`config.mk`:
```
export PLATFORM = sky130hd
export DESIGN_NAME = nibble_deserializer
export DESIGN_NICKNAME = d
export VERILOG_FILES = /design/src/rtl/nibble_pkg.sv /design/src/rtl/nibble_deserializer_sync_fifo.sv /design/src/rtl/nibble_deserializer.sv
export SDC_FILE = /design/constraint.sdc
export NUM_CORES = 1
export LEC_CHECK = 0
export ABC_AREA = 1
export CAP_MARGIN = 5
export CORE_MARGIN = 2
export CORE_UTILIZATION = 40
export CTS_BUF_LIST = sky130_fd_sc_hd__clkbuf_4
export DETAILED_ROUTE_END_ITERATION = 10
export GPL_TIMING_DRIVEN = 1
export PLACE_DENSITY = 0.7
export SLEW_MARGIN = 0
export SYNTH_ARGS = -nofsm -noshare
export SYNTH_HDL_FRONTEND = slang
export SYNTH_SLANG_ARGS = --single-unit
```
`constraint.sdc`:
```
create_clock -name i_clock -period 2.9 [get_ports i_clock]
set_input_delay 0.58 -clock i_clock [delete_from_list [all_inputs] [get_ports i_clock]]
set_output_delay 0.58 -clock i_clock [all_outputs]
set_load 0.1 [all_outputs]
```
`src/rtl/nibble_pkg.sv`:
```
// Shared types and constants for the nibble deserializer and its word FIFO.
package nibble_pkg;

  typedef enum logic {
    IDLE  = 1'b0,
    SHIFT = 1'b1
  } state_e;

  localparam int unsigned DefWidth     = 4;
  localparam int unsigned DefFifoDepth = 2;

  function automatic int unsigned ptr_width(input int unsigned depth);
    return (depth > 1) ? $clog2(depth) : 1;
  endfunction

endpackage

```
`src/rtl/nibble_deserializer_sync_fifo.sv`:
```
// Word FIFO for the deserializer: storage, wrap-around pointers, occupancy count.
module sync_fifo
  import nibble_pkg::*;
#(
  parameter int unsigned WIDTH      = DefWidth,
  parameter int unsigned FIFO_DEPTH = DefFifoDepth,
  localparam int unsigned PtrW      = ptr_width(FIFO_DEPTH),
  localparam int unsigned CntW      = $clog2(FIFO_DEPTH + 1)
) (
  input  logic             i_clock,
  input  logic             i_reset,
  input  logic             i_flush,
  input  logic             i_push,
  input  logic [WIDTH-1:0] i_wdata,
  input  logic             i_pop,
  output logic [WIDTH-1:0] o_rdata,
  output logic             o_full,
  output logic             o_empty,
  output logic [CntW-1:0]  o_count
);

  localparam logic [CntW-1:0] FullCount = CntW'(FIFO_DEPTH);

  logic [WIDTH-1:0] r_mem [FIFO_DEPTH];
  logic [PtrW-1:0]  r_wr_ptr;
  logic [PtrW-1:0]  r_rd_ptr;
  logic [CntW-1:0]  r_count;

  logic w_full;
  logic w_empty;
  logic w_do_pop;
  logic w_do_push;

  assign w_full  = (r_count == FullCount);
  assign w_empty = (r_count == '0);

  // A push into a full FIFO is legal when the head leaves on the same edge.
  assign w_do_pop  = i_pop & ~w_empty & ~i_flush;
  assign w_do_push = i_push & (~w_full | w_do_pop) & ~i_flush;

  always_ff @(posedge i_clock or posedge i_reset) begin
    if (i_reset) begin
      r_wr_ptr <= '0;
      r_rd_ptr <= '0;
      r_count  <= '0;
    end else if (i_flush) begin
      r_wr_ptr <= '0;
      r_rd_ptr <= '0;
      r_count  <= '0;
    end else begin
      if (w_do_push) begin
        r_wr_ptr <= r_wr_ptr + PtrW'(1);
      end
      if (w_do_pop) begin
        r_rd_ptr <= r_rd_ptr + PtrW'(1);
      end
      unique case ({w_do_push, w_do_pop})
        2'b10:   r_count <= r_count + CntW'(1);
        2'b01:   r_count <= r_count - CntW'(1);
        default: r_count <= r_count;
      endcase
    end
  end

  // Storage needs no reset: the read port is gated while empty.
  always_ff @(posedge i_clock) begin
    if (w_do_push) begin
      r_mem[r_wr_ptr] <= i_wdata;
    end
  end

  assign o_rdata = w_empty ? '0 : r_mem[r_rd_ptr];
  assign o_full  = w_full;
  assign o_empty = w_empty;
  assign o_count = r_count;

endmodule

```
`src/rtl/nibble_deserializer.sv`:
```
// Serial-to-parallel front end: assembles WIDTH-bit words and queues them for a valid/ready sink.
module nibble_deserializer
  import nibble_pkg::*;
#(
  parameter int unsigned WIDTH      = DefWidth,
  parameter bit          MSB_FIRST  = 1'b1,
  parameter int unsigned FIFO_DEPTH = DefFifoDepth,
  localparam int unsigned CntW      = $clog2(FIFO_DEPTH + 1)
) (
  input  logic             i_clock,
  input  logic             i_reset,
  input  logic             i_enable,
  input  logic             i_serial_in,
  input  logic             i_serial_valid,
  input  logic             i_frame_sync,
  output logic [WIDTH-1:0] o_data,
  output logic             o_data_valid,
  input  logic             i_data_ready,
  output logic             o_overrun,
  output logic [CntW-1:0]  o_count
);

  localparam int unsigned    BitW    = $clog2(WIDTH);
  localparam logic [BitW-1:0] LastBit = BitW'(WIDTH - 1);

  if (WIDTH < 2) begin : g_bad_width
    $error("nibble_deserializer: WIDTH must be at least 2");
  end
  if ((FIFO_DEPTH < 2) || ((FIFO_DEPTH & (FIFO_DEPTH - 1)) != 0)) begin : g_bad_depth
    $error("nibble_deserializer: FIFO_DEPTH must be a power of 2, at least 2");
  end

  state_e          r_state;
  logic [WIDTH-1:0] r_shift;
  logic [BitW-1:0] r_bit_cnt;
  logic            r_overrun;

  logic             w_accept;
  logic             w_sync;
  logic [WIDTH-1:0] w_shift_base;
  logic [WIDTH-1:0] w_shift_next;
  logic [BitW-1:0]  w_cnt_base;
  logic             w_done;
  logic             w_full;
  logic             w_empty;
  logic             w_pop;
  logic             w_drop;

  assign w_accept = i_enable & i_serial_valid;
  assign w_sync   = w_accept & i_frame_sync;

  // A frame sync restarts assembly from an empty word with this bit as bit 0.
  assign w_shift_base = w_sync ? '0 : r_shift;
  assign w_cnt_base   = (w_sync || (r_state == IDLE)) ? '0 : r_bit_cnt;

  if (MSB_FIRST) begin : g_msb_first
    assign w_shift_next = {w_shift_base[WIDTH-2:0], i_serial_in};
  end else begin : g_lsb_first
    assign w_shift_next = {i_serial_in, w_shift_base[WIDTH-1:1]};
  end

  assign w_done = w_accept & (w_cnt_base == LastBit);
  assign w_pop  = i_data_ready & ~w_empty;
  assign w_drop = w_done & w_full & ~w_pop;

  always_ff @(posedge i_clock or posedge i_reset) begin
    if (i_reset) begin
      r_state   <= IDLE;
      r_shift   <= '0;
      r_bit_cnt <= '0;
      r_overrun <= 1'b0;
    end else if (!i_enable) begin
      r_state   <= IDLE;
      r_shift   <= '0;
      r_bit_cnt <= '0;
      r_overrun <= 1'b0;
    end else begin
      if (w_accept) begin
        if (w_done) begin
          r_state   <= IDLE;
          r_shift   <= '0;
          r_bit_cnt <= '0;
        end else begin
          r_state   <= SHIFT;
          r_shift   <= w_shift_next;
          r_bit_cnt <= w_cnt_base + BitW'(1);
        end
      end
      if (w_drop) begin
        r_overrun <= 1'b1;
      end
    end
  end

  sync_fifo #(
    .WIDTH      (WIDTH),
    .FIFO_DEPTH (FIFO_DEPTH)
  ) u_fifo (
    .i_clock (i_clock),
    .i_reset (i_reset),
    .i_flush (~i_enable),
    .i_push  (w_done),
    .i_wdata (w_shift_next),
    .i_pop   (i_data_ready),
    .o_rdata (o_data),
    .o_full  (w_full),
    .o_empty (w_empty),
    .o_count (o_count)
  );

  assign o_data_valid = ~w_empty;
  assign o_overrun    = r_overrun;

endmodule

```
==> metrics list <==
- Outcome: finished clean
- Worst Max-Slew Pin Slew: 0.442 ns
- Counting the buffers created by CTS gives 3.
- Max-capacitance violation count: 0
- Endpoint of the worst-slack reg-to-reg timing path: u_fifo.r_mem[1][2]
- Number of optimization iterations in the first detailed-route pass: 4
- Share of flip-flops with an asynchronous set or reset after synthesis: 57.9%
- For hold timing, the worst endpoint is u_fifo.r_wr_ptr.
- Part of the Yosys area used for sequential elements: 54.4%
* Clock Tree Root: clkbuf_4
* I/O pin total: 15
* Post-route minimum period: 2.32 ns
- In this run, the number of DRC markers left after iteration 0 of detailed routing was 17.
- Among all flip-flop cells after synthesis, the most frequent one is dfrtp_1.
- Once detail routing completed, the nets flagged for antenna violations numbered 0.
- The cell area that synthesis handed to floorplanning was 948 um^2.
* Half-perimeter wire length after placement: 1350 um
* Max clock buf depth: 2
- CTS saw 19 sinks.
* Quantity of gates resized following cts: 0
- The floorplan step defined a core boundary enclosing 0.00223 mm^2.
* Worst setup EP type: register
* Chip Width: 52.7 um
- VDD sags by at most 386 uV.
* Worst Reg-to-Reg Cells: 7
- Max Fanout on Critical Path: 6
- Yosys top cell area share: 29.0%
- Global-route wire length before repair: 2960 um
- Layout net count: 129
* Required time at the endpoint of the critical path: 2.88 ns
* Nets in the synthesized netlist: 111
- Mean routed wirelength per cell: 11.5 um
* Power Dens Cells: 726 mW/mm^2
- Global placement routability congestion: 0.737
* Category of cells accounting for the largest share of critical-path delay: simple AND/OR/NAND/NOR gates
- Cell-by-cell trace of the critical path: clkdlybuf4s50_1 -> nand3_1 -> nand2_1 -> nor2_1 -> ha_1 -> nand3_4 -> clkinv_1 -> o21ai_1 -> nor2_1
* Finished Core Util: 50.4%
* Via count of the routed design: 721
* Sum of routed wire length over all layers: 1710 um
- Clock transition time at the flip-flop clock pins of the worst setup and hold paths: 0.11 ns
* Number of hold violations in the final report: 0
- The worst hold path was traced through 2 stages.
* Maximum cell stage delay along the critical path: 0.49 ns
* Max-Slew Margin vs Limit: 70.5%
* Combined buffer and inverter count along the critical path: 2
* Standard-cell rows: 17
* Most frequent cells after synthesis: 23 x nand2_1, 18 x inv_1, 11 x dfrtp_1
- Post-CTS timing repair inserted 0 buffers for setup.
* YS warnings: 0
* Instance count of the mapped netlist: 103
- Total global routing track utilization: 15.5%
- CTS built an H-tree with a depth of 1.
* Remaining Overflow, GRT: 0
- RSZ-0062 raised after global routing: false
- The synthesized design contains 19 register bits.
- Entering global routing, the biggest net connects 13 pins.
* Final total negative setup slack: 0 ns
- The netlist uses 24 different library cells.
* Port Buf Inserts: 14
- Startpoint of the worst hold path: u_fifo.r_wr_ptr
- Area of the die: 0.00278 mm^2
* CP Launch Type: input port
- Highest achievable clock rate: 0.431 GHz
* Post-synth EDFFs: 8
- TritonCTS clock tree: done
- Cell type of the slowest stage on the worst timing path: clkdlybuf4s50_1
- Worst min-delay path class: reg -> reg
- The floorplan step set the die height to 52.7 um.
* Final clock skew: 0.00273 ns
* Cell with the most instances after synthesis: nand2_1
- In this run the static leakage power is 0.000522 uW.
* Ratio of routed vias to standard cells: 4.87
- Clock network latency to the later pin of the worst-skew pair: 0.30 ns
- Hold slack final: 0.520 ns
* Cell with the most instances on the worst path: nor2_1
- The number of antenna diodes in the final layout is 0.
- Number of global-route vias before repair: 655
- In this run, post-CTS hold repair placed 0 buffers.
- Crit share post-route: 80.0%
* Number of DRC violations after detailed routing: 0
- Worst reg2reg startpoint: r_state
- Number of antenna violations at the first check in global routing: 0
* Synthesis-to-layout area growth: 18.7%
- Reg-to-reg setup timing slack: 1.21 ns
* Worst path arrival time: 2.30 ns
- Summed over all instances, the cell type with the most area after synthesis is dfrtp_1.
- By startpoint and endpoint, the worst setup path is classified as in -> reg.
- Mean Syn Cell Area: 9.21 um^2
- Setup violations remaining at the end of the flow were counted as 0.
- In the post-synthesis netlist, the biggest area contributors are dfrtp_1 29%, edfxtp_1 25%, nand2_1 9.1%, inv_1 7.1%, nand3_1 3.7%.
* Fin. max-slew vios: 0
* Ratio of cells with drive above 1 in the final layout: 20.8%
- Effective utilization at floorplan: 42.5%
[worst reg2reg max path: cells and delay by family (launching register included)]
| family | cells | cell delay [ns] |
|---|---|---|
| AO/OA/AOI/OAI | 1 | 0.09 |
| adder cells (fa/ha/maj) | 1 | 0.21 |
| buffers and inverters | 1 | 0.10 |
| flip-flops | 1 | 0.37 |
| AND/OR/NAND/NOR | 4 | 0.62 |
[registers in the layout (all words and copies together), names as in the netlist]
register         flops
o_overrun            1
r_shift              3
r_bit_cnt            2
u_fifo.r_wr_ptr      1
u_fifo.r_mem         8
r_state              1
u_fifo.r_rd_ptr      1
u_fifo.o_count       2
[cell type report]
cell class              instances  area, um^2
multi-input cells              60         335
well taps                      28        35.0
flip-flops and latches         19         515
fillers                       217        1110
repair buffers                 15         128
inverters                      22        82.6
clock inverters                 1        7.51
clock buffers                   3        22.5
[through the flow]
stage,total power [uW],setup slack (ns),area (um^2),std cells
floorplan,615,-0.333,948,103
global placement,683,0.423,1100,144
CTS,828,0.592,1130,148
global route,867,0.447,1130,148
finish,817,0.581,1130,148
detailed placement,688,0.257,1100,144
[power by group]
group | internal, uW | total [uW] | switching [uW] | leakage [uW]
sequential | 294 | 315 | 20.6 | 0.000223
clock | 52.6 | 137 | 84.3 | 0.0000139
combinational | 77.8 | 366 | 288 | 0.000284
[routing by layer]
layer	vias to the layer above	wire length (um)	global-route usage, %	part of all wire (%)
li1	365	-	-	-
met1	336	726	18.7	43
met2	18	869	24.4	51
met3	2	90	6.00	5.3
met4	0	19	6.41	1.1
met5	-	0	0	0
[placed cells by master, fill, tap and decap left out, drive strengths merged]
cell	synthesis	layout
clkdlybuf4s50	0	6
clkbuf	1	3
nand2	27	27
dfrtp	11	11
o31ai	1	1
clkinvlp	0	1
clkinv	2	2
edfxtp	8	8
or2	1	1
o22ai	5	5
o21ai	4	4
o211ai	1	1
buf	1	9
nor3	1	1
ha	1	1
nor2	5	5
a21oi	4	4
nand3	10	10
inv	20	20
[cells by family after synthesis]
kind of cell / after synthesis / synth area share [%]
AO/OA/AOI/OAI: 15 / 9.50
adder cells (fa/ha/maj): 1 / 1.32
buffers and inverters: 24 / 10.3
flip-flops: 19 / 54.4
AND/OR/NAND/NOR: 44 / 24.5
[how the worst max path moves through the flow]
stage / cells past startpoint / slack, ns / startpoint / to
floorplan: 2 / -0.33 / u_fifo.o_count[0] / o_data[0]
global placement: 9 / 0.42 / i_serial_valid / u_fifo.r_mem[1][3]
detailed placement: 9 / 0.26 / i_serial_valid / u_fifo.r_mem[1][0]
CTS: 9 / 0.59 / i_serial_valid / u_fifo.r_mem[1][0]
global route: 9 / 0.45 / i_serial_valid / u_fifo.r_mem[1][2]
finish: 9 / 0.58 / i_serial_valid / u_fifo.r_mem[1][2]
Power figures use the tool's default switching activity.
